$ cat config.mk
export PLATFORM = sky130hd
export DESIGN_NAME = score_update_ctrl
export DESIGN_NICKNAME = d
export VERILOG_FILES = /design/src/rtl/score_update_ctrl_pkg.sv /design/src/rtl/score_update_ctrl_bin2bcd.sv /design/src/rtl/score_update_ctrl.sv
export SDC_FILE = /design/constraint.sdc
export NUM_CORES = 1
export LEC_CHECK = 0
export ABC_AREA = 1
export BUFFER_PORTS_ARGS = -buffer_cell sky130_fd_sc_hd__buf_2
export CELL_PAD_IN_SITES_DETAIL_PLACEMENT = 1
export CELL_PAD_IN_SITES_GLOBAL_PLACEMENT = 1
export CORE_AREA = 2 2 142 75
export CTS_CLUSTER_SIZE = 8
export DETAILED_ROUTE_END_ITERATION = 7
export DIE_AREA = 0 0 144 77
export GPL_ROUTABILITY_DRIVEN = 0
export PLACE_DENSITY = 0.81
export SYNTH_ARGS = -nofsm -noshare
export SYNTH_HDL_FRONTEND = slang
export SYNTH_SLANG_ARGS = --single-unit
$ cat constraint.sdc
create_clock -name clk -period 3.1 [get_ports clk]
set_clock_uncertainty 0.1 [all_clocks]
set_input_delay 0.31 -clock clk [delete_from_list [all_inputs] [get_ports clk]]
set_output_delay 0.31 -clock clk [all_outputs]
set_load 0.02 [all_outputs]
$ cat src/rtl/score_update_ctrl_pkg.sv
// Shared constants and the controller state type for the score overlay path.
//   SCORE_W   : width of the binary score
//   MAX_SCORE : saturation ceiling (three BCD digits)
//   BCD_W     : width of the packed {hundreds, tens, ones} digits
//   FRAME_PIX : pixels per 640x480 frame; the scan address wraps FRAME_PIX-1 -> 0
package score_pkg;

    localparam int SCORE_W   = 10;
    localparam int MAX_SCORE = 999;
    localparam int BCD_W     = 12;
    localparam int FRAME_PIX = 640 * 480;

    typedef enum logic [1:0] {
        IDLE       = 2'd0,
        CONVERT    = 2'd1,
        WAIT_FRAME = 2'd2
    } state_t;

endpackage

$ cat src/rtl/score_update_ctrl_bin2bcd.sv
// Multi-cycle binary-to-BCD converter (double-dabble, one bit per cycle).
// Ports:
//   clk, resetn : clock and asynchronous active-low reset
//   i_start     : load i_bin and begin a conversion (restarts one in flight)
//   i_bin       : binary value to convert, sampled on i_start
//   o_done      : high in the cycle whose clock edge completes the last shift
//   o_bcd       : packed digits; holds the result from o_done until the next i_start
module score_bin2bcd
    import score_pkg::*;
(
    input  logic               clk,
    input  logic               resetn,
    input  logic               i_start,
    input  logic [SCORE_W-1:0] i_bin,
    output logic               o_done,
    output logic [BCD_W-1:0]   o_bcd
);

    localparam int CNT_W = $clog2(SCORE_W + 1);

    logic               r_active;
    logic [CNT_W-1:0]   r_cnt;
    logic [BCD_W-1:0]   r_bcd;
    logic [SCORE_W-1:0] r_bin;
    logic [BCD_W-1:0]   w_adj;

    // Any digit of 5 or more gets +3 so the following left shift carries
    // correctly into the next decimal digit.
    function automatic logic [BCD_W-1:0] add3(input logic [BCD_W-1:0] d);
        logic [BCD_W-1:0] res;
        res = d;
        for (int i = 0; i < BCD_W / 4; i++) begin
            if (d[i*4 +: 4] >= 4'd5) begin
                res[i*4 +: 4] = d[i*4 +: 4] + 4'd3;
            end
        end
        return res;
    endfunction

    assign w_adj  = add3(r_bcd);
    assign o_done = r_active && (r_cnt == CNT_W'(1));
    assign o_bcd  = r_bcd;

    // Control: counts the SCORE_W shift cycles of one conversion.
    always_ff @(posedge clk or negedge resetn) begin
        if (!resetn) begin
            r_active <= 1'b0;
            r_cnt    <= '0;
        end else if (i_start) begin
            r_active <= 1'b1;
            r_cnt    <= CNT_W'(SCORE_W);
        end else if (r_active) begin
            r_cnt <= r_cnt - 1'b1;
            if (r_cnt == CNT_W'(1)) begin
                r_active <= 1'b0;
            end
        end
    end

    // Datapath: only meaningful after a start, so it carries no reset.
    always_ff @(posedge clk) begin
        if (i_start) begin
            r_bcd <= '0;
            r_bin <= i_bin;
        end else if (r_active) begin
            r_bcd <= {w_adj[BCD_W-2:0], r_bin[SCORE_W-1]};
            r_bin <= {r_bin[SCORE_W-2:0], 1'b0};
        end
    end

endmodule

$ cat src/rtl/score_update_ctrl.sv
// Score update sequencer for the score overlay.
// Arbitrates score deltas from NUM_REQ sources (round-robin), keeps a saturating
// working score, converts it to BCD, and commits score/digits only when the pixel
// scan wraps so the displayed panel never changes mid-frame.
// Ports:
//   clk, resetn  : clock and asynchronous active-low reset
//   address      : current pixel scan address; a decrease marks a frame start
//   req_valid    : per-requester delta valid
//   req_delta    : per-requester delta, requester i at [i*DELTA_W +: DELTA_W]
//   req_ready    : one-hot grant; valid & ready in a cycle accepts the delta
//   clear_score  : zero the working score (overrides any request that cycle)
//   score_out    : committed score
//   bcd_out      : committed digits {hundreds, tens, ones}
//   commit       : one-cycle pulse when score_out/bcd_out update
//   busy         : high whenever the controller is not idle
module score_update_ctrl
    import score_pkg::*;
#(
    parameter int NUM_REQ = 2,
    parameter int DELTA_W = 4,
    parameter int ADDR_W  = 19
) (
    input  logic                       clk,
    input  logic                       resetn,
    input  logic [ADDR_W-1:0]          address,
    input  logic [NUM_REQ-1:0]         req_valid,
    input  logic [NUM_REQ*DELTA_W-1:0] req_delta,
    output logic [NUM_REQ-1:0]         req_ready,
    input  logic                       clear_score,
    output logic [SCORE_W-1:0]         score_out,
    output logic [BCD_W-1:0]           bcd_out,
    output logic                       commit,
    output logic                       busy
);

    localparam int PTR_W = (NUM_REQ > 1) ? $clog2(NUM_REQ) : 1;
    localparam logic [SCORE_W:0]   MAX_EXT = (SCORE_W + 1)'(MAX_SCORE);
    localparam logic [SCORE_W-1:0] MAX_VAL = SCORE_W'(MAX_SCORE);

    state_t             r_state, w_state_nxt;
    logic [SCORE_W-1:0] r_work, w_work_nxt;
    logic [PTR_W-1:0]   r_ptr, w_ptr_nxt;
    logic [ADDR_W-1:0]  r_prev_addr;

    logic               w_frame_start;
    logic [NUM_REQ-1:0] w_grant;
    logic [PTR_W-1:0]   w_gidx;
    logic               w_found;
    logic               w_accept;
    logic [DELTA_W-1:0] w_delta;
    logic [SCORE_W:0]   w_sum;
    logic               w_start;
    logic               w_commit;
    logic               w_conv_done;
    logic [BCD_W-1:0]   w_bcd;

    // One extra bit of headroom lets the sum exceed the ceiling before clamping.
    function automatic logic [SCORE_W-1:0] sat_score(input logic [SCORE_W:0] sum);
        if (sum > MAX_EXT) begin
            return MAX_VAL;
        end
        return sum[SCORE_W-1:0];
    endfunction

    assign w_frame_start = (address < r_prev_addr);

    // Round-robin search starting at the requester after the last grantee.
    always_comb begin
        w_grant = '0;
        w_gidx  = '0;
        w_found = 1'b0;
        for (int k = 0; k < NUM_REQ; k++) begin
            if (!w_found && req_valid[PTR_W'((int'(r_ptr) + k) % NUM_REQ)]) begin
                w_found = 1'b1;
                w_gidx  = PTR_W'((int'(r_ptr) + k) % NUM_REQ);
                w_grant[PTR_W'((int'(r_ptr) + k) % NUM_REQ)] = 1'b1;
            end
        end
    end

    always_comb begin
        w_delta = '0;
        for (int k = 0; k < NUM_REQ; k++) begin
            if (w_gidx == PTR_W'(k)) begin
                w_delta = req_delta[k*DELTA_W +: DELTA_W];
            end
        end
    end

    // Grants are masked during reset, while converting, and when a clear is pending.
    assign req_ready = (resetn && !clear_score && (r_state != CONVERT)) ? w_grant : '0;
    assign w_accept  = |req_ready;
    assign w_sum     = {1'b0, r_work} + {{(SCORE_W + 1 - DELTA_W){1'b0}}, w_delta};
    assign busy      = (r_state != IDLE);

    always_comb begin
        w_state_nxt = r_state;
        w_work_nxt  = r_work;
        w_ptr_nxt   = r_ptr;
        w_start     = 1'b0;
        w_commit    = 1'b0;
        if (clear_score) begin
            w_work_nxt  = '0;
            w_start     = 1'b1;
            w_state_nxt = CONVERT;
        end else begin
            unique case (r_state)
                IDLE, WAIT_FRAME: begin
                    // An accept restarts conversion and defers any commit, even
                    // when it lands on the frame-start cycle.
                    if (w_accept) begin
                        w_work_nxt  = sat_score(w_sum);
                        w_ptr_nxt   = (w_gidx == PTR_W'(NUM_REQ - 1)) ? '0 : w_gidx + 1'b1;
                        w_start     = 1'b1;
                        w_state_nxt = CONVERT;
                    end else if (r_state == WAIT_FRAME && w_frame_start) begin
                        w_commit    = 1'b1;
                        w_state_nxt = IDLE;
                    end
                end
                CONVERT: begin
                    if (w_conv_done) begin
                        w_state_nxt = WAIT_FRAME;
                    end
                end
                default: w_state_nxt = IDLE;
            endcase
        end
    end

    // The converter samples the post-update score in the same cycle as the accept.
    score_bin2bcd u_bin2bcd (
        .clk     (clk),
        .resetn  (resetn),
        .i_start (w_start),
        .i_bin   (w_work_nxt),
        .o_done  (w_conv_done),
        .o_bcd   (w_bcd)
    );

    always_ff @(posedge clk or negedge resetn) begin
        if (!resetn) begin
            r_state <= IDLE;
        end else begin
            r_state <= w_state_nxt;
        end
    end

    always_ff @(posedge clk or negedge resetn) begin
        if (!resetn) begin
            r_work      <= '0;
            r_ptr       <= '0;
            r_prev_addr <= '0;
            score_out   <= '0;
            bcd_out     <= '0;
            commit      <= 1'b0;
        end else begin
            r_work      <= w_work_nxt;
            r_ptr       <= w_ptr_nxt;
            r_prev_addr <= address;
            commit      <= w_commit;
            if (w_commit) begin
                score_out <= r_work;
                bcd_out   <= w_bcd;
            end
        end
    end

endmodule

== After elaboration in Yosys (flattened, before gate mapping) ==
Cells that the tools add are included.

* Bits in registers: 82
* Input port bits: 32
* Output and inout bits: 26
* Logic and storage cells: 98

* Add/subtract/negate cells: 7
* $lt $le $gt $ge: 9
* Equality and inequality tests: 6
* Muxes and demuxes: 47
* Bitwise gates (word level): 2
* Reduce and logical (&&, ||, !) cells: 16

{| class="wikitable"
|+ Operator list
! kind !! number
|-
| 2-to-1 mux 10 bit || 7
|-
| 2-to-1 mux 1 bit || 24
|-
| 2-to-1 mux 4 bit || 5
|-
| < comparator 19 bit || 1
|-
| 2-to-1 mux 2 bit || 7
|-
| >= comparator 4 x 3 -> 1 bit, second input constant || 3
|-
| adder 10 x 4 -> 11 bit || 1
|-
| greater-than comparator 11 x 10 -> 1 bit, second input constant || 1
|-
| adder 4 x 2 -> 4 bit, second input constant || 2
|-
| logical AND 1 bit || 7
|-
| < comparator 1 x 3 -> 1 bit, second input constant || 2
|-
| equality test 4 x 1 -> 1 bit, second input constant || 1
|-
| inequality test 4 bit, second input constant || 1
|-
| one-hot mux 2 bit (2 select lines) || 1
|-
| nonzero test 2 bit || 2
|-
| OR reduction 2 bit || 2
|-
| subtractor 4 x 1 -> 4 bit, second input constant || 1
|-
| adder 3 x 2 -> 3 bit, second input constant || 1
|-
| 2-to-1 mux 3 bit || 1
|-
| inequality test 3 x 2 -> 1 bit, second input constant || 1
|-
| AND reduction 3 bit || 1
|-
| adder 1 bit, second input constant || 2
|-
| demux 1 bit (select 1 bit) || 2
|-
| equality test 2 x 1 -> 1 bit, second input constant || 1
|-
| other kinds (8) || 10
|}

== Longest topological paths before layout ==
Gate-level depths: netlist (run 1).

* Depth in word-level cells: 19
* Depth in mapped cells: 16
* Gate-level depth less buffers: 16

== By module ==
A second synthesis (run 1) with hierarchy kept.

* Cells, all modules: 521
* Area, all modules: 4295.4 µm²

{| class="wikitable"
|+ Modules (own cells, without submodules)
! module !! instances !! cells each !! area an instance (µm²) !! seq. area each (µm²)
|-
| score_update_ctrl || 1 || 353 || 2965.3 || 1376.3
|-
| score_bin2bcd || 1 || 168 || 1330.0 || 665.6
|}

== Worst setup path after synthesis (run 1) ==
OpenSTA, ideal clock, no wires.

* Path type: flip-flop to flip-flop
* Start: reg r_ptr
* End: reg u_bin2bcd.r_bin[3] (data pin)
* Setup time: 0.256 ns
* Arrival time: 2.296 ns
* Data required time: 2.744 ns
* Slack: 0.449 ns
* Stages on the path, launching flop included: 13
* Buffers on the path: 0
* Clock period less this slack: 2.651 ns
* Cells stage by stage: dfrtp_1 -> nand2_1 -> mux2_2 -> ha_1 -> fa_1 -> nand3_1 -> nand3_1 -> nand3_1 -> nand2_1 -> nor2_2 -> nand3_4 -> nand4_1 -> nand2_1

* Cells in the longest elaborated chain, start to end: 14
* Elaborated cells between the ends (all ways): 33
* Those cells by class: 2 x add/sub; 5 x order compare; 22 x mux; 1 x bitwise; 3 x reduce/logical

{| class="wikitable"
|+ Ends and longest elaborated chain
! what !! RTL line !! text
|-
| from (decl) || score_update_ctrl.sv:42 || <nowiki>logic [PTR_W-1:0] r_ptr, w_ptr_nxt;</nowiki>
|-
| from (signal assigned) || score_update_ctrl.sv:159 || <nowiki>r_ptr <= w_ptr_nxt;</nowiki>
|-
| adder 1 bit or 2-to-1 mux 1 bit (tied branches) || score_update_ctrl.sv:75, score_update_ctrl.sv:76, score_update_ctrl.sv:73 ||
|-
| 2-to-1 mux 1 bit || score_update_ctrl.sv:73 || <nowiki>if (!w_found && req_valid[PTR_W'((int'(r_ptr) + k) % NUM_REQ)]) begin</nowiki>
|-
| 2-to-1 mux 4 bit || score_update_ctrl.sv:84 || <nowiki>if (w_gidx == PTR_W'(k)) begin</nowiki>
|-
| adder 10 x 4 -> 11 bit || score_update_ctrl.sv:93 || <nowiki>assign w_sum = {1'b0, r_work} + {{(SCORE_W + 1 - DELTA_W){1'b0}}, w_delta};</nowiki>
|-
| greater-than comparator 11 x 10 -> 1 bit || score_update_ctrl.sv:59 || <nowiki>if (sum > MAX_EXT) begin</nowiki>
|-
| 2-to-1 mux 1 bit || score_update_ctrl.sv:59 ||
|-
| 2-to-1 mux 1 bit || score_update_ctrl.sv:111 || <nowiki>if (w_accept) begin</nowiki>
|-
| 2-to-1 mux 1 bit || score_update_ctrl.sv:107 || <nowiki>unique case (r_state)</nowiki>
|-
| 2-to-1 mux 1 bit || score_update_ctrl.sv:102 || <nowiki>if (clear_score) begin</nowiki>
|-
| 2-to-1 mux 10 bit || score_update_ctrl.sv:62 || <nowiki>return sum[SCORE_W-1:0];</nowiki>
|-
| 2-to-1 mux 10 bit || score_update_ctrl.sv:111 ||
|-
| 2-to-1 mux 10 bit || score_update_ctrl.sv:107 ||
|-
| 2-to-1 mux 10 bit || score_update_ctrl.sv:102 ||
|-
| 2-to-1 mux 10 bit * || score_update_ctrl_bin2bcd.sv:62 || <nowiki>if (i_start) begin</nowiki>
|-
| to (signal assigned) || score_update_ctrl_bin2bcd.sv:64 || <nowiki>r_bin <= i_bin;</nowiki>
|-
| to (signal assigned) || score_update_ctrl_bin2bcd.sv:67 || <nowiki>r_bin <= {r_bin[SCORE_W-2:0], 1'b0};</nowiki>
|-
| to (decl) || score_update_ctrl_bin2bcd.sv:24 || <nowiki>logic [SCORE_W-1:0] r_bin;</nowiki>
|}

Every way passes the cells marked *; elsewhere a longest branch is shown, timed or not. The select of a mux whose other input is x is not followed.
A chain may end at the register's enable or synchronous reset.

== Worst setup path after layout (run 1) ==
* Start: reg r_ptr
* End: reg u_bin2bcd.r_bin[4] (data pin)

The elaborated chain is that of the path after synthesis.

==> results.ini, run 1 <==
[synthesis]
synth-xor-area-share_pct = 1.27
synth_top_family_by_area = simple AND/OR/NAND/NOR gates
synth_common_cells = 123 x nand2_1, 68 x inv_1, 60 x dfrtp_1, 40 x o21ai_0, 30 x ha_1
synth-seq-cells = 82
ys_warn_count = 0
synth_top_area_share_pct = 36.3
synth_edf_count = 10
synth-compound-area-share_pct = 9.56
async_reset_ff_share_pct = 73.2
ys_seq_area_share_pct = 49.3
synth_fp_nets = 542
synthAdderAreaFrac_pct = 9.56
synth_top_cell_by_area = dfrtp_1
postSynthAreaPerCell_um2 = 8.64
yosys.area_share.simple_pct = 21.0
yosysMostFrequentCell = nand2_1
synthFlopType = dfrtp_1
syn-cell-area_mm2 = 0.00414
synthTopCellsByArea = dfrtp_1 36%, nand2_1 11%, ha_1 9.1%
synth_cells = 479
synth_mux_area_share_pct = 1.09
yosysUniqueCellTypes = 35

[critical_path]
crit_type = reg2reg
path_max_fanout = 7
worstPathArrival_ns = 2.97
cp-end-kind = flop
start_kind = flop
worstPathRequired_ns = 3.10

[routing]
wl_met1_um = 5170
wl_met3_um = 491
drtAntennaViolNets = 0
drtIter0Drc = 174
wirelength_um = 11200
drcViolationCount = 0
via_count = 3494
wl_met2_um = 5450
drt_first_pass_iters = 4
wl_per_cell_um = 16.0
highest_layer = met4
vias_per_cell = 4.98

[clock_tree]
hold_buffers = 17
htree_levels = 3
clk_root_buffer_cell = clkbuf_16
cts_buffer_depth = 2
cts_resized = 0
cts_setup_buffers = 0
clkSinkCount = 82
cts_buffers = 9
path_clk_slew_ns = 0.07
cts_tree = done
clock_latency_ns = 0.34

[grt]
grt_remaining_overflow = 0
grt_start_max_net_pins = 61
grt_pass1_wl_um = 18800
track_usage_pct = 22.0
antenna_found_initial = 0
first_global_vias = 3841

[pwr]
irDropWorstVdd_mv = 0.269
powerDensity_mw_per_mm2 = 524
power_w = 0.00264
leakage_nw = 2.63

[final_layout]
nets = 619
area_growth_pct = 21.8
antennaDiodeCount = 0
utilization_pct = 51.1
nFillCells = 1179
drive_above_1_share_pct = 17.1

[sta]
max_slew_margin_pct = 47.3
max_freq_mhz = 337
maxSlewViolCount = 0
finalSetupTns_ns = 0
setup_violations = 0
fin_crit_sh_pct = 95.8
worst_slew_pin_slew_ns = 0.791
rsz0062_at_grt = false
min_period_ns = 2.97
layout_setup_ws_ns = 0.129
hold_viol_final = 0
finalHoldWorstSlack_ns = 0.0110

[placed_design]
hpwl_um = 7980
dp_slack_ns = 0.153
io_buffers = 55

[floorplanning]
die_h_um = 77
die_w_um = 144
coreArea_mm2 = 0.00986
initial_core_util_pct = 42.0
std_cell_rows = 26
dieArea_mm2 = 0.0111
io_pins = 58

[status]
status = complete, no violations

[hold_path]
min_path_type = in2reg

[flow_run]
drv_cap = 0

[kinds of logic after synthesis]
logic type	count (synthesis)
mux	4
compound gates	73
fa+ha+maj	31
other cells	1
simple gates	200
xor+xnor	6
buf+inv	82
flops	82
[worst max-delay path, stage by stage (launching register included)]
cell and delay (ns):
dfrtp_1 0.38, nand2_1 0.10, mux2_2 0.35, ha_1 0.26
fa_1 0.42, nand3_1 0.12, nand3_1 0.19, nand3_1 0.19
nand2_1 0.11, nor2_2 0.17, nand3_4 0.14, nand4_1 0.13
nand2_1 0.07
[through the flow]
stage	cell area, um2	cells
finish	5040	701
global route	5040	701
CTS	5040	701
detailed placement	4560	668
global placement	4560	668
floorplan	4140	479
[flip-flops by register name, indices dropped and copies added, names as in the netlist]
register and count:
bcd_out 12, commit 1, r_prev_addr 19, r_ptr 1, r_state 2, r_work 10, score_out 10, u_bin2bcd.o_bcd 12
u_bin2bcd.r_active 1, u_bin2bcd.r_bin 10, u_bin2bcd.r_cnt 4
[worst paths after layout]
kind / start / to / slack (ns) / cells past startpoint
max: r_ptr / u_bin2bcd.r_bin[4] / 0.13 / 12
min: address[3] / r_prev_addr[3] / 0.01 / 1
max reg2reg: r_ptr / u_bin2bcd.r_bin[4] / 0.13 / 12
min reg2reg: score_out[7] / score_out[7] / 0.38 / 2
max in group asynchronous: resetn / score_out[8] / 2.30 / 2
min in group asynchronous: resetn / r_prev_addr[12] / 0.08 / 2
[cell usage in the layout, fill, tap and decap left out]
cell type | netlist | final
o21ai_2 | 1 | 1
nand2_4 | 1 | 1
a21oi_1 | 24 | 24
inv_2 | 3 | 3
o211ai_1 | 1 | 1
nand3b_1 | 1 | 1
xor2_1 | 6 | 6
nor3_1 | 2 | 2
nand2_1 | 123 | 123
nor2_1 | 24 | 24
edfxtp_1 | 10 | 10
clkinvlp_4 | 0 | 1
dfrtp_1 | 60 | 60
a211oi_1 | 1 | 1
conb_1 | 1 | 1
o22ai_1 | 5 | 5
clkbuf_16 | 0 | 9
buf_2 | 4 | 55
nor3_2 | 1 | 1
ha_1 | 30 | 30
dlygate4sd3_1 | 0 | 17
a211oi_4 | 1 | 1
buf_4 | 3 | 4
dfxtp_1 | 12 | 12
nand2_2 | 4 | 4
clkbuf_1 | 2 | 1
mux2_2 | 4 | 4
nor2_2 | 4 | 4
bufinv_16 | 0 | 2
nand3b_2 | 1 | 1
inv_1 | 68 | 68
fa_1 | 1 | 1
and2_1 | 1 | 1
nand4_1 | 8 | 8
clkinv_2 | 1 | 4
o21ai_0 | 40 | 40
nand3_1 | 29 | 29
nand3_4 | 1 | 1
[power by group]
group          total (W)  leakage (nW)  internal [W]  switching (W)
Clock            0.00114         0.152      0.000702       0.000443
Sequential       0.00118         0.984       0.00114      0.0000348
Combinational   0.000319          1.50      0.000119       0.000200
Total            0.00264          2.63       0.00196       0.000678
[area by class of cell]
type,count,area [um2],share of cell area (%)
flip-flops and latches,82,2040,40.5
multi-input cells,315,1760,35.0
well taps,140,175,3.48
clock inverters,6,82.6,1.64
repair buffers,76,475,9.44
inverters,72,272,5.39
clock buffers,10,229,4.54
[routing by layer]
metal / vias up / track usage (%)
met1: 1726 / 29.0
li1: 1697 / -
met4: 0 / 5.69
met5: - / 0
met2: 58 / 36.5
met3: 13 / 5.00
No activity file was read; power rests on OpenSTA's default activity.
==> run 2, diff against run 1 <==
- CORE_AREA: 2 2 142 75 -> 2 2 149 78
- DIE_AREA: 0 0 144 77 -> 0 0 151 80
- PLACE_DENSITY: 0.81 -> 0.78
- clock period: 3.1 -> 2.7 ns (I/O delays scaled with it)
==> results.ini, run 2 (same netlist as run 1, synthesis figures left out) <==
[status]
status = finished, violations left
violations = negative setup slack

[grt]
use_met3_pct = 4.97
track_usage_pct = 20.9
grt_util_met2_pct = 33.9
grt_remaining_overflow = 0
grtUsageMet1_pct = 27.9
grt_start_max_net_pins = 61
first_global_vias = 3828
grt_pass1_wl_um = 19200
antenna_found_initial = 0
busiest_layer = met2

[pwr]
p_int_w = 0.00219
clockPowerShare_pct = 41.6
swShare_pct = 26.7
leakage_nw = 2.72
switching_power_w = 0.000798
p_comb_share_pct = 13.1
irDropWorstVdd_mv = 0.349
power_w = 0.00299
powerDensity_mw_per_mm2 = 556
pwr-share-seq_pct = 45.2

[clock_tree]
clock_latency_ns = 0.35
clkSinkCount = 82
cts_buffers = 9
htree_levels = 3
path_clk_slew_ns = 0.06
cts_tree = done
cts_buffer_depth = 2
clk_root_buffer_cell = clkbuf_16

[critical_path]
cp-end-kind = flop
worstPathArrival_ns = 2.71
crit_type = reg2reg
path_max_fanout = 7
start_kind = flop
worstPathRequired_ns = 2.71
ff2ff_setup_slack_ns = -0.005

[routing]
via_count = 3530
drtIter0Drc = 168
drtAntennaViolNets = 0
wirelength_um = 11600
drt_first_pass_iters = 4
wl_per_cell_um = 16.1
vias_per_cell = 4.90
drcViolationCount = 0

[final_layout]
regMostFlops = r_prev_addr
seq_area_mm2 = 0.00204
largest_reg_flops = 19
final-instance-count-excl-fill = 721
antennaDiodeCount = 0
drive_above_1_share_pct = 25.3
layout_commonest_cell = nand2_1
area_growth_pct = 29.8
nets = 634
nFillCells = 1297
final_cell_mix = 108 x nand2_1, 65 x inv_1, 60 x dfrtp_1, 55 x buf_2, 39 x o21ai_0
multi_input_area_mm2 = 0.00197

[floorplanning]
io_pins = 58
initial_core_util_pct = 38.5
coreArea_mm2 = 0.0107
die_w_um = 151
std_cell_rows = 27
dieArea_mm2 = 0.0121
die_h_um = 80

[flow_run]
drv_cap = 0

[placed_design]
dp_slack_ns = -0.136
hpwl_um = 7940
placed_cells = 681
io_buffers = 55

[sta]
worst_slew_pin_slew_ns = 0.803
max_freq_mhz = 370
setup_violations = 1
hold_viol_final = 0
layout_setup_ws_ns = -0.00460
rsz0062_at_grt = true
maxSlewViolCount = 0
fin_crit_sh_pct = 100
min_period_ns = 2.70
max_slew_margin_pct = 46.5

[hold_path]
min_path_type = in2async

## run 2: cell types whose count changed in the layout (fill, tap and decap cells not counted), moves of 11 or more
cell / delta
nand2_1: -15
nand2_2: +15
nand3_1: -14
nand3_2: +12
buf_4: +11
## run 2: routing by layer
layer	routed length [um]	vias up	part of all wire, %
li1	-	1723	-
met1	5500	1723	48
met2	5370	71	46
met3	569	13	4.9
met4	134	0	1.2
met5	0	-	0
## run 2: power by group through the flow
stage	combinational, W	clock [W]	sequential [W]
floorplan	0.000184	0	0.00140
global placement	0.000331	0	0.00137
detailed placement	0.000351	0	0.00137
CTS	0.000383	0.00127	0.00135
global route	0.000449	0.00133	0.00136
finish	0.000392	0.00124	0.00135
## run 2: timing repair
action	in CTS	in global routing
endpoints found under the hold margin	19	0
resized for setup	14	38
setup endpoints to repair	14	22
buffers inserted	0	5
hold buffers	19	0
pin swaps	5	19
## run 2: path summary, 6_finish.rpt
path | start | cells after the start | to
max in group asynchronous | resetn | 2 | bcd_out[7]
hold reg to reg | u_bin2bcd.o_bcd[7] | 2 | u_bin2bcd.o_bcd[7]
min in group clk | clear_score | 4 | r_work[0]
hold / removal | resetn | 2 | r_prev_addr[5]
setup reg to reg | r_ptr | 14 | u_bin2bcd.r_bin[3]
setup / recovery | r_ptr | 14 | u_bin2bcd.r_bin[3]
## run 2: layout make-up
cell class / count / share of cell area, %
tap: 145 / 3.38
timing repair buffer: 91 / 11.3
inverter: 72 / 5.06
clock inverter: 5 / 1.16
clock buffer: 11 / 4.33
sequential: 82 / 38.0
multi-input combinational: 315 / 36.7
## run 2: per-stage QoR
step                      util (%)   TNS, ns  hold WS (ns)  area (um2)
after floorplan                  -         0        -0.126        4140
after CTS                     48.3   -0.0139        0.0729        5190
after global routing          50.0    -0.746         0.112        5370
after global placement        43.2    -0.295         0.294        4640
after detailed placement      43.2    -0.781         0.297        4640
final                         50.0  -0.00460        0.0454        5370
## run 2: worst max-delay path, stage by stage, from the launching register on
cell and delay (ns):
dfrtp_1 0.39, nand2_2 0.10, mux2_4 0.33, ha_4 0.17
fa_2 0.39, nand3_4 0.09, nand3_4 0.11, nand3_2 0.10
nand2_2 0.06, inv_2 0.06, nand2_2 0.06, nor2_4 0.13
nand3_4 0.14, nand4_1 0.17, nand2_1 0.06
